`config.mk`:
```
export PLATFORM = sky130hd
export DESIGN_NAME = link_tx_arbiter
export DESIGN_NICKNAME = d
export VERILOG_FILES = /design/src/rtl/snake_pkg.sv /design/src/rtl/link_heartbeat_timer.sv /design/src/rtl/link_tx_arbiter.sv
export SDC_FILE = /design/constraint.sdc
export NUM_CORES = 1
export LEC_CHECK = 0
export ABC_AREA = 0
export BUFFER_PORTS_ARGS = -buffer_cell sky130_fd_sc_hd__buf_4
export CAP_MARGIN = 40
export CORE_AREA = 3 3 47 60
export CTS_CLUSTER_SIZE = 25
export DETAILED_ROUTE_END_ITERATION = 10
export DIE_AREA = 0 0 50 63
export GPL_TIMING_DRIVEN = 0
export PLACE_DENSITY = 0.71
export SYNTH_ARGS = -nofsm -noshare
export SYNTH_HDL_FRONTEND = slang
export SYNTH_SLANG_ARGS = --single-unit
```
`constraint.sdc`:
```
create_clock -name clk -period 2.35 [get_ports clk]
set_clock_uncertainty 0.1 [all_clocks]
set_input_delay 0.235 -clock clk [delete_from_list [all_inputs] [get_ports clk]]
set_output_delay 0.235 -clock clk [all_outputs]
set_load 0.03 [all_outputs]
```
`src/rtl/snake_pkg.sv`:
```
// Shared link definitions: opcodes, frame encoder, transmit FSM states and the direction type.
package snake_pkg;

  typedef logic [2:0] direction;

  localparam logic [1:0] LINK_OP_DIR   = 2'b00;
  localparam logic [1:0] LINK_OP_SEEDX = 2'b01;
  localparam logic [1:0] LINK_OP_SEEDY = 2'b10;
  localparam logic [1:0] LINK_OP_EVT   = 2'b11;

  localparam logic [4:0] LINK_HB_CODE = 5'h1F;

  typedef enum logic [2:0] {
    LINK_IDLE   = 3'd0,
    LINK_SEED_X = 3'd1,
    LINK_SEED_Y = 3'd2,
    LINK_SINGLE = 3'd3,
    LINK_GAP    = 3'd4
  } link_tx_state;

  function automatic logic [7:0] link_frame(input logic [1:0] op, input logic [4:0] payload);
    return {op, 1'b0, payload};
  endfunction

endpackage

```
`src/rtl/link_heartbeat_timer.sv`:
```
// Idle counter for the link heartbeat; built only when LINK_HEARTBEAT_EN is defined.
module link_heartbeat_timer #(
  parameter int unsigned HB_PERIOD = 50_000_000
) (
  input  logic clk,
  input  logic rst,
  input  logic singleplayer,
  input  logic wr_uart,
  input  logic hb_sent,
  output logic hb_pending
);

  localparam int CNT_W = (HB_PERIOD > 1) ? $clog2(HB_PERIOD) : 1;
  localparam logic [CNT_W-1:0] CNT_LAST = CNT_W'(HB_PERIOD - 1);

  logic [CNT_W-1:0] cnt;

  // Any frame on the wire restarts the idle interval; a heartbeat write retires the request.
  always_ff @(posedge clk) begin
    if (rst || singleplayer) begin
      cnt        <= '0;
      hb_pending <= 1'b0;
    end else begin
      if (wr_uart) begin
        cnt <= '0;
      end else if (cnt == CNT_LAST) begin
        cnt        <= '0;
        hb_pending <= 1'b1;
      end else begin
        cnt <= cnt + 1'b1;
      end
      if (hb_sent) hb_pending <= 1'b0;
    end
  end

endmodule

```
`src/rtl/link_tx_arbiter.sv`:
```
// Arbitrates seed/event/direction (and optional heartbeat, LINK_HEARTBEAT_EN) frames
// onto the UART TX write port, keeping the seed X/Y pair adjacent on the wire.
module link_tx_arbiter
  import snake_pkg::*;
#(
  parameter int unsigned HB_PERIOD = 50_000_000
) (
  input  logic       clk,
  input  logic       rst,
  input  logic       singleplayer,
  input  logic       seed_req,
  input  logic [4:0] seed_x,
  input  logic [4:0] seed_y,
  output logic       seed_ack,
  input  logic       dir_req,
  input  direction   dir,
  output logic       dir_ack,
  input  logic       evt_req,
  input  logic [4:0] evt_code,
  output logic       evt_ack,
  input  logic       tx_full,
  output logic       wr_uart,
  output logic [7:0] w_data,
  output logic       busy
);

  link_tx_state state, state_nx;
  logic       y_due, y_due_nx;
  logic [4:0] hold_y, hold_y_nx;
  logic       wr_nx, seed_ack_nx, dir_ack_nx, evt_ack_nx;
  logic       hb_wr, hb_wr_nx;
  logic [7:0] data_nx;
  logic       hb_pending;
  logic       seed_rq, dir_rq, evt_rq, seed_inflight;

`ifdef LINK_HEARTBEAT_EN
  link_heartbeat_timer #(
    .HB_PERIOD(HB_PERIOD)
  ) u_hb_timer (
    .clk          (clk),
    .rst          (rst),
    .singleplayer (singleplayer),
    .wr_uart      (wr_uart),
    .hb_sent      (hb_wr),
    .hb_pending   (hb_pending)
  );
`else
  logic hb_unused;
  assign hb_pending = 1'b0;
  assign hb_unused  = hb_wr | (HB_PERIOD == 0);
`endif

  // A request whose ack is currently showing was already served.
  assign seed_rq = seed_req & ~seed_ack;
  assign dir_rq  = dir_req  & ~dir_ack;
  assign evt_rq  = evt_req  & ~evt_ack;

  assign seed_inflight = (state == LINK_SEED_X) | y_due | ((state == LINK_SEED_Y) & ~wr_uart);

  always_comb begin
    state_nx    = state;
    y_due_nx    = y_due;
    hold_y_nx   = hold_y;
    wr_nx       = 1'b0;
    data_nx     = 8'h00;
    seed_ack_nx = 1'b0;
    dir_ack_nx  = 1'b0;
    evt_ack_nx  = 1'b0;
    hb_wr_nx    = 1'b0;

    if (singleplayer) begin
      state_nx    = LINK_IDLE;
      y_due_nx    = 1'b0;
      seed_ack_nx = ~seed_ack & (seed_req | seed_inflight);
      dir_ack_nx  = dir_rq;
      evt_ack_nx  = evt_rq;
    end else begin
      case (state)
        LINK_IDLE: begin
          if (!tx_full && !wr_uart) begin
            if (seed_rq) begin
              state_nx  = LINK_SEED_X;
              wr_nx     = 1'b1;
              data_nx   = link_frame(LINK_OP_SEEDX, seed_x);
              hold_y_nx = seed_y;
            end else if (evt_rq) begin
              state_nx   = LINK_SINGLE;
              wr_nx      = 1'b1;
              data_nx    = link_frame(LINK_OP_EVT, evt_code);
              evt_ack_nx = 1'b1;
            end else if (dir_rq) begin
              state_nx   = LINK_SINGLE;
              wr_nx      = 1'b1;
              data_nx    = link_frame(LINK_OP_DIR, {2'b00, dir});
              dir_ack_nx = 1'b1;
            end else if (hb_pending) begin
              state_nx = LINK_SINGLE;
              wr_nx    = 1'b1;
              data_nx  = link_frame(LINK_OP_EVT, LINK_HB_CODE);
              hb_wr_nx = 1'b1;
            end
          end
        end
        LINK_SEED_X: begin
          state_nx = LINK_GAP;
          y_due_nx = 1'b1;
        end
        // The Y decision is taken here so Y follows X after exactly one gap cycle.
        LINK_GAP: begin
          if (y_due) begin
            state_nx = LINK_SEED_Y;
            y_due_nx = 1'b0;
            if (!tx_full) begin
              wr_nx       = 1'b1;
              data_nx     = link_frame(LINK_OP_SEEDY, hold_y);
              seed_ack_nx = 1'b1;
            end
          end else begin
            state_nx = LINK_IDLE;
          end
        end
        LINK_SEED_Y: begin
          if (wr_uart) begin
            state_nx = LINK_GAP;
          end else if (!tx_full) begin
            wr_nx       = 1'b1;
            data_nx     = link_frame(LINK_OP_SEEDY, hold_y);
            seed_ack_nx = 1'b1;
          end
        end
        LINK_SINGLE: state_nx = LINK_GAP;
        default:     state_nx = LINK_IDLE;
      endcase
    end
  end

  always_ff @(posedge clk) begin
    if (rst) begin
      state    <= LINK_IDLE;
      y_due    <= 1'b0;
      hold_y   <= '0;
      wr_uart  <= 1'b0;
      w_data   <= '0;
      seed_ack <= 1'b0;
      dir_ack  <= 1'b0;
      evt_ack  <= 1'b0;
      hb_wr    <= 1'b0;
      busy     <= 1'b0;
    end else begin
      state    <= state_nx;
      y_due    <= y_due_nx;
      hold_y   <= hold_y_nx;
      wr_uart  <= wr_nx;
      w_data   <= data_nx;
      seed_ack <= seed_ack_nx;
      dir_ack  <= dir_ack_nx;
      evt_ack  <= evt_ack_nx;
      hb_wr    <= hb_wr_nx;
      busy     <= (state_nx != LINK_IDLE);
    end
  end

endmodule

```
==> reports/results.tsv <==
metric	value	unit
Row Count	20	
biggest regs	w_data: 7 flops, hold_y: 5 flops, state: 3 flops	
post-synth top area cell	dfxtp_1	
HPWL after DPL	1960	um
via/cell ratio	5.16	
Slew HR	46.2	%
met2 GRT Util	29.7	%
CP Launch Type	register	
maximum buffer depth of the clock tree	2	
number of setup buffers added after CTS	0	
PwrDens	529	nW/um^2
R2R depth	5	
routed wire length	2430	um
DR WL/cell	12.9	um
Core Area	2380	um^2
Yosys top cell area share	41.1	%
synth top area cells	dfxtp_1 (41%), a21oi_1 (5.9%), nor2_1 (5.1%)	
Synth Net Count	141	
Post-Layout Cell Count	188	
share of layout cells above drive strength 1	37.4	%
Worst VDD drop	358	uV
synthesized area per cell	8.81	um^2
gr busiest metal	met2	
Die Footprint	3150	um^2
Clock Sinks	21	
Buffers on Ports	35	
Hold-fix buffers, CTS	0	
CP max FO	9	
Critical Path AT	2.13	ns
Crit. End Element	register	
post-route minimum period	1.98	ns
Initial Util	43.0	%
max_cap viols	0	
Worst-Skew Late Latency	0.30	ns
R2R Setup Slk	0.37	ns
status	finished clean	
ANT cells	0	
Worst Hold Depth	3	
count of pins over their slew limit	0	
post-synthesis register bit count	21	
nets	181	
first-pass GRT wire length	4180	um
Min-Delay Path Class	primary input to register	
CTS tree	yes	
area growth from synthesis to layout	32.4	%
gr usage total	16.8	%
total congestion overflow	0	
met3 Resource Use GR	4.53	%
largest net degree at the start of global routing	13	
Placer Congestion	0.838	
Yosys warnings	0	
Ports	38	
final setup margin	0.370	ns
Die W	50	um
Cells after Synth	116	
DR vias	970	
H-Tree Depth	1	
Pre-antenna DRT Iters	4	
leakage power	0.566	nW
chip height	63	um
Worst-Margin Slew	0.802	ns
initial detailed-routing violation count	13	
DRC viols	0	
Post-CTS Resized	0	
Final Hold Viols	0	
final setup fails	0	
placed cells	184	
critical setup path kind	register to register	
met1 Use GR	18.6	%
Antenna Nets Post-Route	0	
Num CTS Buffers	3	
f_max	505	MHz
Synth Cell Area	1020	um^2
Seq/Total Area, Yosys	41.1	%
Synth cell types	37	
Root Driver	clkbuf_4	
dpl ws	0.393	ns
Largest Register	w_data	
vias in the first global route	964	
max reg flops	7	
period utilisation layout	84.3	%
setup TNS	0	ns
required time worst endpoint	2.50	ns
RSZ-0062 raised after global routing	false	
initial antenna violation count	0	
Final Core Density	56.9	%
Clk pin slew, worst setup/hold paths	0.12	ns
final timing paths:
kind | start | end
worst max-delay path | state[1]$_SDFF_PP0_ | w_data[1]$_SDFF_PP0_
worst min-delay path | seed_y[4] | hold_y[4]$_SDFFE_PP0P_
worst max register to register | state[1]$_SDFF_PP0_ | w_data[1]$_SDFF_PP0_
worst min register to register | hold_y[4]$_SDFFE_PP0P_ | w_data[4]$_SDFF_PP0_
logic make-up (layout without fill, tap and decap cells):
group | after synthesis | in the layout | share of synthesized area, %
other | 1 | 1 | 0.367
AND/OR/NAND/NOR | 46 | 46 | 25.0
AO/OA/AOI/OAI | 31 | 31 | 20.9
XOR/XNOR | 1 | 1 | 0.857
multiplexers | 5 | 5 | 4.90
buffers and inverters | 11 | 50 | 6.85
flip-flops | 21 | 21 | 41.1
power by group:
group,total (W),internal (W),leakage (nW),switching (W)
combinational,0.000164,0.0000777,0.377,0.0000863
clock,0.000175,0.0000635,0.0177,0.000112
sequential,0.000377,0.000370,0.171,0.00000692
total,0.000716,0.000511,0.566,0.000205
cell usage after synthesis:
library cell  instances
dfxtp_1              21
nor2_1               14
a21oi_1              12
nand2_1               8
mux2i_1               5
nand3_1               5
nand2b_1              4
a211o_1               3
a21oi_2               3
a31oi_1               3
buf_4                 3
a211oi_1              2
a21o_1                2
buf_2                 2
buf_6                 2
clkbuf_1              2
inv_1                 2
nor2b_1               2
nor3_1                2
or2_2                 2
a211o_2               1
a21o_2                1
and2b_1               1
conb_1                1
nand3b_1              1
nor4_4                1
o221ai_1              1
o311ai_0              1
o31ai_1               1
o41ai_1               1
or2_0                 1
or2b_2                1
or3_2                 1
or3b_1                1
or3b_2                1
or4_4                 1
xnor2_1               1
metal layers:
layer / part of all wire, % / up-vias
met5: 0 / -
met1: 39 / 461
met3: 5.7 / 2
li1: - / 484
met4: 0.66 / 0
met2: 54 / 23
worst max-delay path: stages (launching register included):
cell,delay (ns)
dfxtp_1,0.33
buf_4,0.14
or3b_1,0.38
a211oi_1,0.67
nand2_1,0.15
a21oi_2,0.15
final cells by class:
type                    instances  area [um^2]
plain buffers                   9         62.6
clock buffers                   3         22.5
clock inverters                 1         5.00
fillers                       238         1020
inverters                       2         7.51
multi-input cells              84          532
flip-flops and latches         21          420
well taps                      33         41.3
repair buffers                 35          263
cells in the final DEF, fill, tap and decap left out, drive strengths merged, types with 4 or more instances in the layout:
master	n
nand2b	4
a211o	4
dfxtp	21
nor2	14
clkbuf	5
mux2i	5
nand3	5
buf	42
nand2	8
a21oi	15
metrics by stage:
stage / cell area [um^2] / hold WS, ns / total power [W]
final: 1350 / 0.0592 / 0.000716
after global routing: 1350 / 0.0604 / 0.000759
after global placement: 1330 / 0.348 / 0.000547
after detailed placement: 1330 / 0.358 / 0.000549
after CTS: 1350 / 0.0602 / 0.000723
after floorplan: 1020 / 0.282 / 0.000485
Power figures use the tool's default switching activity.
